File: config.mk
export PLATFORM = sky130hd
export DESIGN_NAME = demux2_buf
export DESIGN_NICKNAME = d
export VERILOG_FILES = /design/src/rtl/demux2_buf.sv
export SDC_FILE = /design/constraint.sdc
export NUM_CORES = 1
export LEC_CHECK = 0
export CORE_MARGIN = 2
export CORE_UTILIZATION = 35
export DETAILED_ROUTE_END_ITERATION = 8
export PLACE_DENSITY = 0.58
export RECOVER_POWER = 50
export SYNTH_ARGS = -nofsm -noshare
export SYNTH_HDL_FRONTEND = slang
export SYNTH_SLANG_ARGS = --single-unit
File: constraint.sdc
create_clock -name clk -period 10.5 [get_ports clk]
set_input_delay 2.1 -clock clk [delete_from_list [all_inputs] [get_ports clk]]
set_output_delay 2.1 -clock clk [all_outputs]
set_load 0.02 [all_outputs]
File: src/rtl/demux2_buf.sv
`default_nettype none
// +----------------------------------------------------------------------+
// | demux2_buf: steers a valid/ready stream into two independent FIFOs   |
// | (sel=1 -> port A, sel=0 -> port B), each drained by its own handshake|
// | Rev 1.0                                                              |
// +----------------------------------------------------------------------+
module demux2_buf #(
  parameter int WIDTH = 32,
  parameter int DEPTH = 2
) (
  input  logic                   clk,
  input  logic                   rst,
  input  logic                   in_valid,
  output logic                   in_ready,
  input  logic [WIDTH-1:0]       in_data,
  input  logic                   in_sel,
  output logic                   a_valid,
  input  logic                   a_ready,
  output logic [WIDTH-1:0]       a_data,
  output logic                   b_valid,
  input  logic                   b_ready,
  output logic [WIDTH-1:0]       b_data,
  output logic [$clog2(DEPTH):0] a_count,
  output logic [$clog2(DEPTH):0] b_count
);

  localparam int PW = $clog2(DEPTH);
  localparam int CW = PW + 1;
  localparam logic [CW-1:0] c_full = CW'(DEPTH);
  localparam logic [CW-1:0] c_cone = CW'(1);
  localparam logic [PW-1:0] c_pone = PW'(1);

  // Index 0 is port A, index 1 is port B.
  logic [1:0]            w_cons_ready;
  logic [1:0][CW-1:0]    w_cnt;
  logic [1:0][WIDTH-1:0] w_head;

  assign w_cons_ready = {b_ready, a_ready};

  // Depends only on in_sel and registered counts: no consumer-ready path.
  assign in_ready = in_sel ? (w_cnt[0] != c_full) : (w_cnt[1] != c_full);

  for (genvar gi = 0; gi < 2; gi++) begin : g_port
    localparam logic c_sel = (gi == 0);

    logic [WIDTH-1:0] r_mem [DEPTH];
    logic [PW-1:0]    r_wp;
    logic [PW-1:0]    r_rp;
    logic [CW-1:0]    r_cnt;
    logic             w_push;
    logic             w_pop;

    assign w_push     = in_valid && in_ready && (in_sel == c_sel);
    assign w_pop      = (r_cnt != '0) && w_cons_ready[gi];
    assign w_cnt[gi]  = r_cnt;
    assign w_head[gi] = r_mem[r_rp];

    always_ff @(posedge clk or posedge rst) begin
      if (rst) begin
        for (int k = 0; k < DEPTH; k++) begin
          r_mem[k] <= '0;
        end
        r_wp  <= '0;
        r_rp  <= '0;
        r_cnt <= '0;
      end else begin
        if (w_push) begin
          r_mem[r_wp] <= in_data;
          r_wp        <= r_wp + c_pone;
        end
        if (w_pop) begin
          r_rp <= r_rp + c_pone;
        end
        case ({w_push, w_pop})
          2'b10:   r_cnt <= r_cnt + c_cone;
          2'b01:   r_cnt <= r_cnt - c_cone;
          default: r_cnt <= r_cnt;
        endcase
      end
    end
  end : g_port

  assign a_valid = (w_cnt[0] != '0);
  assign b_valid = (w_cnt[1] != '0);
  assign a_data  = w_head[0];
  assign b_data  = w_head[1];
  assign a_count = w_cnt[0];
  assign b_count = w_cnt[1];

endmodule
`default_nettype wire

# Yosys cells after proc, flatten, opt, wreduce, memory -nomap -nowiden
# Index checks and enable logic that the tools add are counted.
dict set report word_totals {
  ff_bits 136
  input_bits 38
}
dict set report op_classes {
  mux 15
  n_addsub 8
  eq_ne 6
  n_reduce_logical 11
  bitwise 5
  order_cmp 6
}
# operator n
set op_table {}
lappend op_table {{$mux W32} 8}
lappend op_table {{$bwmux W64} 2}
lappend op_table {{$demux W32 S1} 2}
lappend op_table {{$ge A2 B2 Y1 const B} 4}
lappend op_table {{$not A1 Y2} 4}
lappend op_table {{$pmux W2 S2} 2}
lappend op_table {{$reduce_bool A2 Y1} 4}
lappend op_table {{$logic_and A1 B1 Y1} 7}
lappend op_table {{$add A1 B1 Y1 const B} 4}
lappend op_table {{$add A2 B1 Y2 const B} 2}
lappend op_table {{$eq A2 B1 Y1 const B} 2}
lappend op_table {{$eq A2 B2 Y1 const B} 2}
lappend op_table {{$lt A2 B1 Y1 const B} 2}
lappend op_table {{$ne A2 B2 Y1 const B} 2}
lappend op_table {{$sub A2 B1 Y2 const B} 2}
lappend op_table {{$mux W1} 1}
lappend op_table {{$not A1 Y1} 1}

# Logic depth before layout (Yosys ltp)
# Gate-level depths: netlist of the first run.
dict set report depth {
  word_depth 6
  depth_mapped 6
}

# Worst setup path after synthesis of the first run
# OpenSTA, ideal clock, no wires.
dict set report synth_path {
  kind {in2out}
  startpoint {input in_sel}
  endpoint {output in_ready}
  arrival_ns 2.469
  stages 2
  n_path_buf 0
  setup_slack_ns 5.931
  path_cell_list {nor2_1 -> a21oi_1}
}
dict set report synth_via {
  elab_chain_len 1
}
# item line_no
set synth_rtl {}
lappend synth_rtl {{from (decl)} 16} ;# input logic in_sel,
lappend synth_rtl {{$mux W1} 41} ;# assign in_ready = in_sel ? (w_cnt[0] != c_full) : (w_cnt[1] != c_full);
lappend synth_rtl {{to (decl)} 14} ;# output logic in_ready,
# No other way between the ends.

# Worst setup path in the final report of the first run
# Same ends and word-level chain as after synthesis.

==> summary.txt, run 1 <==
Status
  • Outcome: complete, but fails checks
  • Failing checks: max-capacitance violations, max-slew violations

Detailed routing
  • DR WL/cell: 17.3 um
  • Detailed-route via count: 3401
  • Total routed wirelength: 12500 um
  • Drt initial violations: 95
  • Drc violations: 0
  • Post-route ant nets: 0
  • Vias per cell: 4.70
  • First drt pass iteration count: 4

Yosys
  • Post-synth ARST share: 100%
  • Most common cell in the netlist: mux2_2
  • Top cells by area, synth: dfrtp_1 (57%), mux2_2 (35%), buf_6 (1.1%), mux2_1 (0.94%), xnor2_1 (0.88%)
  • Ys Warns: 0
  • Register area share after synthesis: 57.1%
  • Top FF cell, synth: dfrtp_1
  • Post-synth top cells: mux2_2 (187), dfrtp_1 (136), buf_2 (10)
  • Avg Inst Size Synth: 15.7 um^2
  • EDFF count, synth: 0
  • Synth area leader: dfrtp_1
  • Top-area cell type share of the netlist area: 57.1%
  • Yosys reg bits: 136
  • Post-Syn Area: 5960 um^2
  • Cells after synthesis: 380
  • Syn Nets: 420
  • Post-synthesis cell type count: 25

Placement
  • Post-DP HPWL: 7860 um
  • IO buf count: 108
  • GPL Wtd Cong: 0.687

Global route
  • Largest net degree at the start of global routing: 72
  • Total track usage: 15.0%
  • GRT Residual Overflow: 0
  • First-pass GRT wire length: 20600 um
  • Vias in the first global route: 3863
  • Antenna violations before repair: 0

Floorplanning
  • Die height: 135 um
  • DIE AREA: 18100 um^2
  • Die width: 135 um
  • Starting Density: 35.8%
  • Core Area: 16600 um^2
  • # IOs: 109
  • Site Rows: 47

Setup path
  • Critical Path RT: 8.40 ns
  • Worst r2r dst: g_port[1].r_mem[5]
  • R2R cell count: 4
  • WP data arrival: 3.58 ns
  • Setup CP Type: in -> out
  • CP Max Fanout: 8
  • Critical R2R Launch: b_count[0]
  • Crit path launch: in_sel
  • R2r setup slk: 7.65 ns
  • Critical Path Source Type: primary input
  • CP endpoint kind: output pin

STA
  • Final period util: 54.1%
  • WHS: 0.483 ns
  • Worst slew pin tran: 3.12 ns
  • Max frequency: 176 MHz
  • RSZ-0062 raised after global routing: no
  • Minimum clock period after layout: 5.68 ns
  • Setup violators final: 0
  • Clock skew: 0.00707 ns
  • Setup TNS: 0 ns
  • Normalized max-slew margin: -109%
  • Final hold vios: 0
  • Slew Viols, Final: 105

CTS
  • CTS tree: built
  • Deepest clock path buffer count: 2
  • CTS-repair resized insts: 0
  • Hold_buf cts: 0
  • Setup Fix Bufs, Post-CTS: 0
  • Clock-pin slew on the worst setup and hold paths: 0.05 ns
  • Sink Count: 136
  • Worst-Skew Late Latency: 0.42 ns
  • CTS Buf Count: 17
  • # H-tree levels: 4
  • Clock Tree Root: clkbuf_16

Layout
  • Fin nets: 530
  • Area Overhead vs Synth: 32.0%
  • Diode count: 0
  • Register area: 3410 um^2
  • Multi-input logic area: 2410 um^2
  • # fillers: 1465
  • Layout cells sized above 1: 45.7%

Min path
  • Hold Crit Class: reg -> reg
  • Hold endpoint: g_port[0].r_mem[43]
  • Hold depth: 1
  • Hold Path Origin: g_port[0].r_mem[43]

Flow run
  • # Max-Cap Violations: 2

Power and ir drop
  • Leakage: 0.00325 uW
  • Power Dens Cells: 377 nW/um^2
  • Final total power: 2960 uW
  • Peak VDD IR: 0.165 mV
-- flip-flops by register name, indices dropped and copies added, names as in the netlist --
register      cells
g_port.r_mem    128
a_count           2
b_count           2
g_port.r_rp       2
g_port.r_wp       2
-- critical path: stages --
cell and delay [ns]:
dlygate4sd3_1 0.66, nor2_1 0.08, a21oi_1 0.12, clkdlybuf4s50_1 0.62
-- area by class of cell --
| class | count | area share (%) |
|---|---|---|
| Clock buffer | 18 | 5.58 |
| Multi-Input combinational cell | 222 | 30.6 |
| Tap cell | 220 | 3.50 |
| Clock inverter | 14 | 2.89 |
| Sequential cell | 136 | 43.3 |
| Timing Repair Buffer | 112 | 14.1 |
| Inverter | 1 | 0.0636 |
-- layer usage --
| layer | vias up | wire (um) | global-route usage [%] |
|---|---|---|---|
| li1 | 1579 | - | - |
| met1 | 1733 | 5630 | 18.6 |
| met2 | 76 | 6010 | 24.0 |
| met3 | 13 | 693 | 5.14 |
| met4 | 0 | 158 | 5.79 |
| met5 | - | 0 | 0 |
-- placed cells by master, fill, tap and decap left out --
cell type	netlist	layout
clkdlybuf4s50_1	0	101
mux2_2	187	186
xor2_1	4	4
clkinv_2	0	5
clkinvlp_2	0	1
nand4_1	0	1
dfrtp_1	136	134
and2_0	0	2
and4bb_2	0	1
a21oi_1	1	1
clkbuf_1	2	1
nor2b_1	1	1
dlygate4sd3_1	0	7
nand3_1	1	1
clkbuf_16	0	17
clkbuf_8	0	1
xnor2_1	6	6
dfrtp_2	0	2
nor2_1	3	3
mux2_1	5	6
nand3b_1	1	1
or2_2	2	2
bufinv_16	0	6
nor3_4	0	1
ha_1	2	2
nand2b_4	1	1
buf_4	3	3
clkinvlp_4	0	3
nand2_1	1	1
nand4b_2	1	1
nand2b_1	1	1
-- stage by stage --
stage / util (%) / setup slack (ns) / cell area [um^2] / instances
2_1_floorplan: - / 4.76 / 5960 / 380
3_3_place_gp: 43.4 / 4.90 / 7220 / 691
3_5_place_dp: 43.4 / 4.89 / 7220 / 691
4_1_cts: 47.4 / 4.88 / 7880 / 723
5_1_grt: 47.3 / 4.73 / 7870 / 723
6_report: 47.3 / 4.82 / 7870 / 723
-- cells by family (layout without fill, tap and decap cells) --
family / Yosys count / count (layout) / synth area share (%)
AOI/OAI and AO/OA: 1 / 1 / 0.0838
buffers and inverters: 22 / 145 / 2.54
and+or+nand+nor: 17 / 17 / 2.16
DFF: 136 / 136 / 57.1
muxes: 192 / 192 / 36.3
xor gates and xnor gates: 10 / 10 / 1.47
adders and majority gates: 2 / 2 / 0.420
-- worst max path at each step --
stage	endpoint	slack, ns	depth (start not counted)
after floorplan	a_count[0]	4.76	1
after global placement	in_ready	4.90	4
after detailed placement	in_ready	4.89	4
after CTS	in_ready	4.88	4
after global routing	in_ready	4.73	4
final	in_ready	4.82	4
-- where the power goes --
group / switching, uW / total (uW) / leakage [uW] / internal [uW]
Combinational: 552 / 1320 / 0.00131 / 765
Sequential: 185 / 978 / 0.00161 / 793
Clock: 219 / 668 / 0.000321 / 449
No activity file was read; power rests on OpenSTA's default activity.
==> run 2: changes to the inputs <==
--- a/config.mk
+++ b/config.mk
@@ -8,7 +8,7 @@
 export CORE_MARGIN = 2
 export CORE_UTILIZATION = 35
 export DETAILED_ROUTE_END_ITERATION = 8
-export PLACE_DENSITY = 0.58
+export PLACE_DENSITY = 0.6
 export RECOVER_POWER = 50
 export SYNTH_ARGS = -nofsm -noshare
 export SYNTH_HDL_FRONTEND = slang
==> constraint.sdc (replaced) <==
create_clock -name clk -period 4.85 [get_ports clk]
set_input_delay 0.97 -clock clk [delete_from_list [all_inputs] [get_ports clk]]
set_output_delay 0.97 -clock clk [all_outputs]
set_load 0.02 [all_outputs]
==> run 2 against run 1 <==
Effect of this change:
- the flow still finishes with violations (max-capacitance violations, max-slew violations)
- total power up 110%
- die area unchanged
- largest power group unchanged
- critical endpoint is now g_port[0].r_mem[31]
- routed wire length up 0.94%
- flip-flop and latch count unchanged
- utilization down 0.33 points
- clock power up 92%
- setup slack worse by 3.5 ns
- worst hold slack better by 0.00066 ns
- clock-buffer cell count up 3
- non-clock buffer count up 1
- register-to-register slack worse by 5.7 ns
- sequential power up 120%
==> summary.txt, run 2 (synthesized netlist as in run 1, its figures left out) <==
Status
  • Outcome: complete, but fails checks (unchanged)
  • Failing checks: max-capacitance violations, max-slew violations (unchanged)

Setup path
  • Crit-path slowest cell: clkbuf_1 (was dlygate4sd3_1)
  • Cells along the critical path: dlygate4sd3_1 > nand4_2 > clkbuf_1 > mux2_2 (was dlygate4sd3_1 > nor2_1 > a21oi_1 > clkdlybuf4s50_1)
  • CP Max Fanout: 32 (was 8)
  • Critical R2R Launch: a_count[0] (was b_count[0])
  • Setup CP Type: in -> reg (was in -> out)
  • R2r setup slk: 1.94 ns (was 7.65 ns)
  • Crit path largest cell delay: 1.57 ns (was 0.66 ns)
  • WP data arrival: 3.77 ns (was 3.58 ns)
  • Worst r2r dst: g_port[0].r_mem[31] (was g_port[1].r_mem[5])
  • Critical Path RT: 5.14 ns (was 8.40 ns)
  • Top delay family on crit path: buffers and inverters (unchanged)
  • Critical Path Source Type: primary input (unchanged)
  • WP buf/inv: 2 (unchanged)
  • CP endpoint kind: register (was output pin)
  • R2R cell count: 4 (unchanged)

Placement
  • IO buf count: 108 (unchanged)
  • Post-DP HPWL: 7790 um (was 7860 um)
  • GPL Wtd Cong: 0.725 (was 0.687)

CTS
  • Hold_buf cts: 0 (unchanged)
  • Clock-pin slew on the worst setup and hold paths: 0.05 ns (about the same)
  • Sink Count: 136 (unchanged)
  • Deepest clock path buffer count: 2 (unchanged)
  • CTS-repair resized insts: 0 (unchanged)
  • Clock Tree Root: clkbuf_16 (unchanged)
  • CTS tree: built (unchanged)
  • CTS Buf Count: 17 (unchanged)
  • Setup Fix Bufs, Post-CTS: 0 (unchanged)
  • # H-tree levels: 4 (unchanged)
  • Worst-Skew Late Latency: 0.41 ns (was 0.42 ns)

Power and ir drop
  • Part of the power in combinational logic: 45.6% (was 44.5%)
  • Peak VDD IR: 0.386 mV (was 0.165 mV)
  • Final total power: 6270 uW (was 2960 uW)
  • Sw Share: 33.2% (was 32.3%)
  • Leakage: 0.00321 uW (was 0.00325 uW)
  • Power Dens Cells: 802 nW/um^2 (was 377 nW/um^2)
  • Switch Pwr: 2080 uW (was 956 uW)
  • Pint: 4190 uW (was 2010 uW)
  • Reg power frac: 33.9% (was 33.0%)
  • Clock power share: 20.4% (was 22.5%)

Floorplanning
  • Site Rows: 47 (unchanged)
  • # IOs: 109 (unchanged)
  • Core Area: 16600 um^2 (unchanged)
  • Starting Density: 35.8% (unchanged)
  • Die width: 135 um (unchanged)
  • DIE AREA: 18100 um^2 (unchanged)
  • Die height: 135 um (unchanged)

Layout
  • Largest Register: g_port.r_mem (unchanged)
  • Max FFs per register: 128 (unchanged)
  • Commonest cells after routing, fill and taps aside: mux2_2 (187), dfrtp_1 (134), clkdlybuf4s50_1 (106) (was mux2_2 (186), dfrtp_1 (134), clkdlybuf4s50_1 (101))
  • Commonest non-fill, non-tap cell in the layout: mux2_2 (unchanged)
  • Area Overhead vs Synth: 31.0% (was 32.0%)
  • Fin nets: 531 (was 530)
  • Diode count: 0 (unchanged)
  • # fillers: 1451 (was 1465)
  • Layout cells sized above 1: 45.8% (was 45.7%)

Detailed routing
  • Detailed-route via count: 3424 (was 3401)
  • Drc violations: 0 (unchanged)
  • Drt initial violations: 84 (was 95)
  • First drt pass iteration count: 3 (was 4)
  • DR WL/cell: 17.4 um (was 17.3 um)
  • Total routed wirelength: 12600 um (was 12500 um)
  • Post-route ant nets: 0 (unchanged)
  • Vias per cell: 4.73 (was 4.70)

STA
  • Worst slew pin tran: 2.21 ns (was 3.12 ns)
  • Setup TNS: 0 ns (unchanged)
  • Clock skew: 0.00412 ns (was 0.00707 ns)
  • RSZ-0062 raised after global routing: no (unchanged)
  • Minimum clock period after layout: 3.48 ns
  • Final period util: 71.8%
  • Setup violators final: 0 (unchanged)
  • Normalized max-slew margin: -47.2% (was -109%)
  • Slew Viols, Final: 64 (was 105)
  • Max frequency: 287 MHz
  • Final hold vios: 0 (unchanged)

Min path
  • Hold depth: 1 (unchanged)
  • Hold Crit Class: reg -> reg (unchanged)
  • Hold endpoint: g_port[0].r_mem[44] (was g_port[0].r_mem[43])
  • Hold Path Origin: g_port[0].r_mem[44] (was g_port[0].r_mem[43])

Global route
  • First-pass GRT wire length: 21000 um (was 20600 um)
  • Antenna violations before repair: 0 (unchanged)
  • Largest net degree at the start of global routing: 86 (was 72)
  • Vias in the first global route: 3881 (was 3863)
  • GRT Residual Overflow: 0 (unchanged)
  • Total track usage: 15.2% (was 15.0%)

Flow run
  • # Max-Cap Violations: 2 (unchanged)
[run 2: changes by cell type in the layout (fill, tap and decap cells not counted), moves of 2 or more]
cell,delta
clkinvlp_4,+2
dlygate4sd3_1,-5
clkdlybuf4s50_1,+5
clkbuf_8,+3
clkbuf_1,+2
bufinv_16,-4
clkinv_2,-2
[run 2: how the worst max path moves through the flow]
stage	from	end	slack (ns)	cells past startpoint
CTS	g_port[0].r_rp	a_data[31]	1.41	2
finish	in_sel	g_port[0].r_mem[31]	1.37	4
global route	in_sel	g_port[0].r_mem[5]	1.09	4
detailed placement	in_sel	in_ready	1.49	4
global placement	in_sel	in_ready	1.49	4
floorplan	rst	a_count[0]	0.24	1
[run 2: power groups by stage]
| stage | Sequential (uW) | Combinational (uW) | Clock (uW) |
|---|---|---|---|
| after floorplan | 1950 | 1910 | 0 |
| after global placement | 2110 | 2860 | 0 |
| after detailed placement | 2150 | 2890 | 0 |
| after CTS | 2140 | 2910 | 1320 |
| after global routing | 2230 | 3040 | 1370 |
| final | 2130 | 2860 | 1280 |
[run 2: area by class of cell]
cell class                      count  area, um^2  area share, %
Clock buffer                       21         480           6.15
Inverter                            1        8.76          0.112
Tap cell                          220         275           3.52
Sequential cell                   136        3410           43.6
Clock inverter                     11         121           1.55
Multi-Input combinational cell    222        2410           30.9
Timing Repair Buffer              113        1110           14.2
[run 2: metal layers]
layer | global-route usage [%] | vias to the layer above | wire [um]
met3 | 4.77 | 13 | 642
met2 | 24.6 | 76 | 6180
met1 | 19.3 | 1755 | 5640
met5 | 0 | - | 0
li1 | - | 1580 | -
met4 | 5.26 | 0 | 145
[run 2: through the flow]
step | utilization [%] | cells | worst slack [ns] | hold WS, ns | area [um^2]
after floorplan | - | 380 | 0.241 | 0.454 | 5960
after global placement | 43.4 | 692 | 1.49 | 0.464 | 7220
after detailed placement | 43.4 | 692 | 1.49 | 0.480 | 7220
after CTS | 47.0 | 724 | 1.41 | 0.493 | 7830
after global routing | 47.0 | 724 | 1.09 | 0.512 | 7810
final | 47.0 | 724 | 1.37 | 0.483 | 7810
